`config.mk`:
```
export PLATFORM = sky130hd
export DESIGN_NAME = bus_switch_flat
export DESIGN_NICKNAME = d
export VERILOG_FILES = /design/src/rtl/bus_switch_if.sv /design/src/rtl/bus_switch.sv /design/src/flat_wrapper.sv
export SDC_FILE = /design/constraint.sdc
export NUM_CORES = 1
export LEC_CHECK = 0
export CORE_ASPECT_RATIO = 0.7
export CORE_MARGIN = 2
export CORE_UTILIZATION = 36
export CTS_BUF_LIST = sky130_fd_sc_hd__clkbuf_8
export CTS_CLUSTER_SIZE = 12
export DETAILED_ROUTE_END_ITERATION = 6
export GPL_TIMING_DRIVEN = 0
export PLACE_DENSITY_LB_ADDON = 0.05
export RECOVER_POWER = 50
export SLEW_MARGIN = 20
export SYNTH_ARGS = -nofsm -noshare
export SYNTH_HDL_FRONTEND = slang
export SYNTH_SLANG_ARGS = --single-unit
```
`constraint.sdc`:
```
create_clock -name clk -period 1.8 [get_ports clk]
set_input_delay 0.36 -clock clk [delete_from_list [all_inputs] [get_ports clk]]
set_output_delay 0.36 -clock clk [all_outputs]
set_load 0.005 [all_outputs]
```
`src/rtl/bus_switch_if.sv`:
```
// Channel-select bus between a controller and the break-before-make bus switch.
interface bus_switch_if #(
    parameter int WIDTH    = 8,
    parameter int CHANNELS = 4
);
    localparam int SW = (CHANNELS > 1) ? $clog2(CHANNELS) : 1;

    logic [CHANNELS*WIDTH-1:0] in;
    logic [SW-1:0]             sel;
    logic                      enable;
    logic [WIDTH-1:0]          out;
    logic                      active;
    logic [SW-1:0]             cur_sel;
    logic                      busy;

    modport master (
        output in, sel, enable,
        input  out, active, cur_sel, busy
    );

    modport slave (
        input  in, sel, enable,
        output out, active, cur_sel, busy
    );
endinterface

```
`src/rtl/bus_switch.sv`:
```
// Break-before-make channel switch: registered mux output with a forced-zero
// dead time whenever the connected channel changes.
//
// state    | meaning
// ST_OFF   | nothing connected, out held at 0
// ST_CONN  | cur_sel connected, out follows its channel one clock late
// ST_BREAK | dead time between channels, out held at 0
module bus_switch #(
    parameter int WIDTH       = 8,
    parameter int CHANNELS    = 4,
    parameter int DEAD_CYCLES = 2
) (
    input  logic        clk,
    input  logic        rst_n,
    bus_switch_if.slave bus
);
    localparam int             SW        = (CHANNELS > 1) ? $clog2(CHANNELS) : 1;
    localparam logic [SW:0]    CH_LIMIT  = CHANNELS[SW:0];
    localparam logic [3:0]     DEAD_LOAD = 4'(DEAD_CYCLES - 1);

    typedef enum logic [1:0] {
        ST_OFF   = 2'd0,
        ST_CONN  = 2'd1,
        ST_BREAK = 2'd2
    } state_t;

    state_t            state_q, state_d;
    logic [3:0]        cnt_q, cnt_d;
    logic [SW-1:0]     cur_q, cur_d;
    logic [WIDTH-1:0]  out_q, out_d;
    logic [WIDTH-1:0]  ch_data;
    logic              sel_valid;

    assign sel_valid = ({1'b0, bus.sel} < CH_LIMIT);

    always_comb begin
        ch_data = '0;
        for (int k = 0; k < CHANNELS; k++) begin
            if (cur_q == SW'(k)) begin
                ch_data = bus.in[k*WIDTH +: WIDTH];
            end
        end
    end

    always_ff @(posedge clk or negedge rst_n) begin
        if (!rst_n) begin
            state_q <= ST_OFF;
            cnt_q   <= '0;
            cur_q   <= '0;
            out_q   <= '0;
        end else begin
            state_q <= state_d;
            cnt_q   <= cnt_d;
            cur_q   <= cur_d;
            out_q   <= out_d;
        end
    end

    always_comb begin
        state_d = state_q;
        cnt_d   = cnt_q;
        cur_d   = cur_q;
        out_d   = '0;
        case (state_q)
            ST_OFF: begin
                if (bus.enable && sel_valid) begin
                    cur_d   = bus.sel;
                    state_d = ST_CONN;
                end
            end
            ST_CONN: begin
                if (!bus.enable) begin
                    state_d = ST_OFF;
                end else if (bus.sel != cur_q) begin
                    state_d = ST_BREAK;
                    cnt_d   = DEAD_LOAD;
                end else begin
                    out_d = ch_data;
                end
            end
            ST_BREAK: begin
                // sel is only looked at on the final dead-time edge
                if (!bus.enable) begin
                    state_d = ST_OFF;
                end else if (cnt_q != 4'd0) begin
                    cnt_d = cnt_q - 4'd1;
                end else if (sel_valid) begin
                    cur_d   = bus.sel;
                    state_d = ST_CONN;
                end else begin
                    state_d = ST_OFF;
                end
            end
            default: state_d = ST_OFF;
        endcase
    end

    assign bus.out     = out_q;
    assign bus.active  = (state_q == ST_CONN);
    assign bus.busy    = (state_q == ST_BREAK);
    assign bus.cur_sel = cur_q;
endmodule

```
`src/flat_wrapper.sv`:
```
// flat-port wrapper written by rule: the top's interface ports become plain ports
module bus_switch_flat 
#(
    parameter int WIDTH       = 8,
    parameter int CHANNELS    = 4,
    parameter int DEAD_CYCLES = 2
)
  (clk, rst_n, bus_in, bus_sel, bus_enable, bus_out, bus_active, bus_cur_sel, bus_busy);
  bus_switch_if #(.WIDTH(WIDTH), .CHANNELS(CHANNELS)) bus_i ();
  input  logic clk;
  input  logic rst_n;
  input wire logic [$bits(bus_i.in)-1:0] bus_in;
  input wire logic [$bits(bus_i.sel)-1:0] bus_sel;
  input wire logic [$bits(bus_i.enable)-1:0] bus_enable;
  output wire logic [$bits(bus_i.out)-1:0] bus_out;
  output wire logic [$bits(bus_i.active)-1:0] bus_active;
  output wire logic [$bits(bus_i.cur_sel)-1:0] bus_cur_sel;
  output wire logic [$bits(bus_i.busy)-1:0] bus_busy;
  assign bus_i.in = bus_in;
  assign bus_i.sel = bus_sel;
  assign bus_i.enable = bus_enable;
  assign bus_out = bus_i.out;
  assign bus_active = bus_i.active;
  assign bus_cur_sel = bus_i.cur_sel;
  assign bus_busy = bus_i.busy;
  bus_switch #(.WIDTH(WIDTH), .CHANNELS(CHANNELS), .DEAD_CYCLES(DEAD_CYCLES)) u_core (.clk(clk), .rst_n(rst_n), .bus(bus_i));
endmodule
```
Word-level counts from Yosys, hierarchy flattened
Cells that the tools add are included. Widths: inputs -> output; s select.

Reduce and logical (&&, ||, !) cells: 8. $add $sub $neg: 1. Equal/unequal tests: 14. Multiplexer cells: 22.

Operators with widths (number): $mux 8 (7); $mux 2 (8); $mux 4 (4); $ne 2x2->1 const B (4); $pmux 4 s2 (1); $eq 2x2->1 const B (3); $pmux 2 s3 (1); $reduce_and 5->1 (1); $eq 2x1->1 const B (2); $logic_not 2->1 (2); $ne 2x1->1 const B (2); $pmux 2 s2 (1); $reduce_and 4->1 (1); $reduce_bool 2->1 (2); $reduce_bool 4->1 (1); $sub 4x1->4 const B (1); $ne 3x2->1 const B (1); $ne 3x3->1 const B (1); $reduce_and 3->1 (1); $ne 2x2->1 (1).

Input bits: 37. Flip-flop bits (word level): 16. Output and inout port bits: 12. Logic and storage cells: 49.

Depth between registers and ports, before layout
Gate-level depths: netlist of the first run.

Depth after elaboration: 8. Gate-level depth with buffers: 5. Mapped depth without buffers: 5.

Worst setup path after synthesis of the first run
Ideal clock, no wire load.

Path type: flip-flop to flip-flop. From: reg u_core.cnt_q[0]. To: reg u_core.cur_q[0], in the netlist u_core.bus.cur_sel[0]. Slack: 37 ps. Data required time: 1675 ps. Cell stages (with the launch flop): 6. Path buffers: 0. Arrival time: 1638 ps. Clock period less this slack: 1763 ps. Library setup time: 125 ps. Path through: dfrtp_1 -> inv_1 -> ha_1 -> or3b_4 -> a211oi_4 -> mux2_2.

Word-level cells in the longest chain between the ends: 3.

Ends and longest elaborated chain: start, declared (RTL line bus_switch.sv:28) `logic [3:0] cnt_q, cnt_d;`; start signal, assigned (RTL line bus_switch.sv:53) `cnt_q <= cnt_d;`; $reduce_bool 4->1 (RTL line bus_switch.sv:85) `end else if (cnt_q != 4'd0) begin`; $ne 2x2->1 (no source line); $reduce_and 4->1 (no source line); end signal, assigned (RTL line bus_switch.sv:54) `cur_q <= cur_d;`; end, declared (RTL line bus_switch.sv:29) `logic [SW-1:0] cur_q, cur_d;`.

Every way passes these cells. A chain may end at the register's enable or synchronous reset.

Worst setup path in the final report of the first run
Same ends and word-level chain as after synthesis.

==> metrics list, run 1 <==
- Outcome: complete, no violations
* Tightest slew margin relative to the limit: 51.39%
* ANT cells: 0
* Post-synthesis xor/xnor area fraction: roughly 1.9%
- CTS Hold Buffers Added: 0
- Max Clock Skew: 0.0007265 ns
- Leakage power of the design: between 0.6 and 0.7 nW
* Die footprint: between 2000 and 3000 µm²
* Average size of a mapped cell: ~13 µm²
* Number of antenna violations at the first check in global routing: 0
- Vias in the first global route: 809
* # nets final: between 150 and 200
- Port buffering added 47 buffers.
- HPWL Detailed: around 1.7 mm
- The routed design could run at a clock period as short as roughly 1.8 ns.
- Vias: 799
- Effective utilization at floorplan: approximately 38%
- Compound-Gate Fraction of Synth Area: around an eighth
- Once layout is done, the placed cells without fillers occupy around 1600 µm².
- Unrepaired setup endpoints after global routing: true
* Placed inst area: roughly 1400 µm²
- Largest family of logic cells by synthesized area: multiplexers
- The pre-antenna-repair detailed-routing pass consisted of 4 iterations.
* Placement Rows: 15
- In this run the number of H-tree levels came out at 1.
- Yosys warns: 0
- Number of placed cells counting well taps: 151
- The die is 46.26 µm tall.
* Hold Path Class: in -> reg
* Setup TNS: 0 ns
- The number of max-slew violations in the final report is 0.
* Total count of hold-check failures in the final report: 0
- Post-route non-filler standard cell count: approximately 160
- The detail route stage leaves a number of antenna-violating nets equal to 0.
* Top-level I/O count: 49
- Combined area of all synthesized cells: 918.4 µm²
- Number of design-rule violations left by the first detailed-router iteration: 20
- Counting every net in the synthesized netlist gives 108.
- Layout cell share with drive strength beyond 1: between 20 and 30%
* Root buffer selected by CTS: sky130_fd_sc_hd__clkbuf_8
- The number of clock buffers added by TritonCTS is 3.
- Critical Path Sink Type: flop
- The portion of synthesized area spent on multiplexers is ~22%.
- Distinct cells, synth: 31
- Worst slew pin tran: 0.7267 ns
* Clock transition at the registers of the reported paths: about 0.060 ns
- Post-synthesis simple-gate area fraction: ~16%
* Arrival time reported for the critical path endpoint: ~1.9 ns
* End-of-flow core utilization: a little under two thirds
- Max-cap violation count: 0
* First-pass GRT wire length: ~3.8 mm
- Setup violations remaining at the end of the flow were counted as 0.
- Final clock period utilization by the worst path: 98.73%
- For this run, design rule violations remaining after detail routing come to 0.
- GRT Util Overall: approximately 17%
- Cells after Synth: 70
- Dividing the detail-routed via count by the number of cells gives slightly below 5.
- Final Total Pwr: 1.784 mW
* Routability congestion estimate: between 0.7 and 0.8
- Power density cells: about 1100 nW/µm²
- Number of flip-flops and latches in the synthesized netlist: 16
- The share of the Yosys chip area taken by registers is between 40 and 50%.
- At the worst endpoint, the required time is 1.93 ns.
- Entering global routing, the biggest net connects 17 pins.
- Routed wire length: around 2.3 mm
- STA classifies the critical path startpoint as a flop.
* Clock network latency to the later pin of the worst-skew pair: around 0.24 ns
- Area growth, synth to finish: 69.76%
- Final global-route overflow total: 0
* Crit path kind: reg -> reg
- Clock tree from TritonCTS: yes
* Average wire per standard cell: approximately 14 µm
- Adder-cell area share of the yosys netlist: under 10%
- After floorplanning, the core was sized to cover between 2000 and 2500 µm².
* Number of buffers on the longest clock path: 2
* Critical path peak fanout: 3
- IR drop worst, VDD: roughly 0.85 mV
- For this run, the top clock speed supported by timing is 0.5627 GHz.
- Die Wd: between 60 and 70 µm
* Clock Sink Count: 16
-- cells in the mapped netlist (all sizes together) --
cell type	number	share of area, %
ha	1	1.4
a21boi	1	0.82
a211oi	2	3.0
nand2	1	0.41
clkbuf	1	0.41
a32oi	1	0.95
nor2	1	0.41
dfrtp	16	44
and2	1	0.82
xnor2	2	1.9
inv	3	1.2
nor2b	9	6.1
o21bai	1	0.82
o21ai	2	1.1
a21oi	2	1.1
and3	2	1.6
and2b	1	0.82
o2bb2ai	2	1.9
a41o	1	1.2
mux2	2	2.5
buf	2	1.4
nand4	1	0.68
o21a	1	0.82
nand3b	2	1.6
or4b	1	1.1
nor3	1	0.54
or3b	1	1.2
and3b	1	0.95
mux4	8	20
-- critical path, cell delays in order (launching register included) --
cell and delay, ns:
sky130_fd_sc_hd__dfrtp_1 0.39, sky130_fd_sc_hd__inv_2 0.07, sky130_fd_sc_hd__ha_4 0.13, sky130_fd_sc_hd__or3b_4 0.41, sky130_fd_sc_hd__a211oi_4 0.34, sky130_fd_sc_hd__mux2_4 0.33
-- where the power goes --
part / switching [mW] / leakage, nW / internal [mW]
registers: 0.0746 / 0.202 / 0.455
clock network: 0.119 / 0.0288 / 0.194
logic: 0.352 / 0.428 / 0.590
total: 0.545 / 0.658 / 1.24
-- final timing paths --
path	startpoint	to	depth (start not counted)	slack [ns]
setup / recovery	u_core.cnt_q[0]$_DFFE_PN0P_	u_core.bus.cur_sel[0]$_DFFE_PN0P_	5	0.02
hold / removal	bus_enable	u_core.state_q[1]$_DFFE_PN0P_	2	0.47
setup reg to reg	u_core.cnt_q[0]$_DFFE_PN0P_	u_core.bus.cur_sel[0]$_DFFE_PN0P_	5	0.02
hold reg to reg	u_core.cnt_q[3]$_DFFE_PN0P_	u_core.cnt_q[3]$_DFFE_PN0P_	2	0.57
max in group asynchronous	rst_n	u_core.state_q[1]$_DFFE_PN0P_	1	0.68
min in group asynchronous	rst_n	u_core.bus.out[7]$_DFF_PN0_	1	0.61
-- metal layers --
metal	global-route usage [%]	wire length [µm]	up-vias
met2	29.38	1121	32
li1	-	-	376
met4	2.553	0	0
met1	21.85	1009	391
met5	0	0	-
met3	5.868	155	0
-- through the flow --
step / hold WS (ns) / worst slack [ns]
finish: 0.4685 / 0.02282
global route: 0.5101 / -0.04680
global placement: 0.5535 / -0.07554
CTS: 0.4598 / -0.01443
detailed placement: 0.5622 / -0.1042
floorplan: 0.06441 / 0.03703
-- kinds of logic after synthesis --
logic type	Yosys count
AOI/OAI and AO/OA	13
adders and majority gates	1
muxes	10
DFF	16
and+or+nand+nor	22
xor gates and xnor gates	2
buffers and inverters	6
-- registers in the layout, indices dropped and copies added (netlist names) --
name,cells
u_core.bus.cur_sel,2
u_core.bus.out,8
u_core.cnt_q,4
u_core.state_q,2
-- layout make-up --
| type | instances | area (µm²) |
|---|---|---|
| Multi-Input combinational cell | 48 | 513.0 |
| Tap cell | 34 | 42.54 |
| Sequential cell | 16 | 402.9 |
| Timing Repair Buffer | 53 | 518.0 |
| Clock buffer | 4 | 55.05 |
| Buffer | 3 | 16.27 |
| Inverter | 3 | 11.26 |
| Fill cell | 199 | 880.8 |
-- placed cells by master (no fill, tap or decap), types with 2 or more instances in the layout --
cell and count:
sky130_fd_sc_hd__nand3b_1 2, sky130_fd_sc_hd__dfrtp_2 2, sky130_fd_sc_hd__dlygate4sd3_1 6, sky130_fd_sc_hd__o2bb2ai_1 2
sky130_fd_sc_hd__inv_2 2, sky130_fd_sc_hd__nor2b_1 8, sky130_fd_sc_hd__clkbuf_8 4, sky130_fd_sc_hd__o21ai_0 2
sky130_fd_sc_hd__a21oi_1 2, sky130_fd_sc_hd__xnor2_1 2, sky130_fd_sc_hd__and3_2 2, sky130_fd_sc_hd__mux4_2 8
sky130_fd_sc_hd__buf_4 7, sky130_fd_sc_hd__dfrtp_1 14, sky130_fd_sc_hd__mux2_4 2, sky130_fd_sc_hd__clkdlybuf4s50_1 40
-- timing repair --
action,4_1_cts,5_1_grt
pin swaps,1,2
cloned,0,0
setup endpoints to repair,3,4
setup buffers,3,3
resized for setup,2,8
Power figures use the tool's default switching activity.
==> run 2: changes to the inputs <==
--- a/config.mk
+++ b/config.mk
@@ -5,10 +5,12 @@
 export SDC_FILE = /design/constraint.sdc
 export NUM_CORES = 1
 export LEC_CHECK = 0
+export CAP_MARGIN = 20
 export CORE_ASPECT_RATIO = 0.7
 export CORE_MARGIN = 2
 export CORE_UTILIZATION = 36
 export CTS_BUF_LIST = sky130_fd_sc_hd__clkbuf_8
+export CTS_CLUSTER_DIAMETER = 30
 export CTS_CLUSTER_SIZE = 12
 export DETAILED_ROUTE_END_ITERATION = 6
 export GPL_TIMING_DRIVEN = 0
==> results of run 2 <==
Final layout, timing and power as in run 1 (identical DEF).
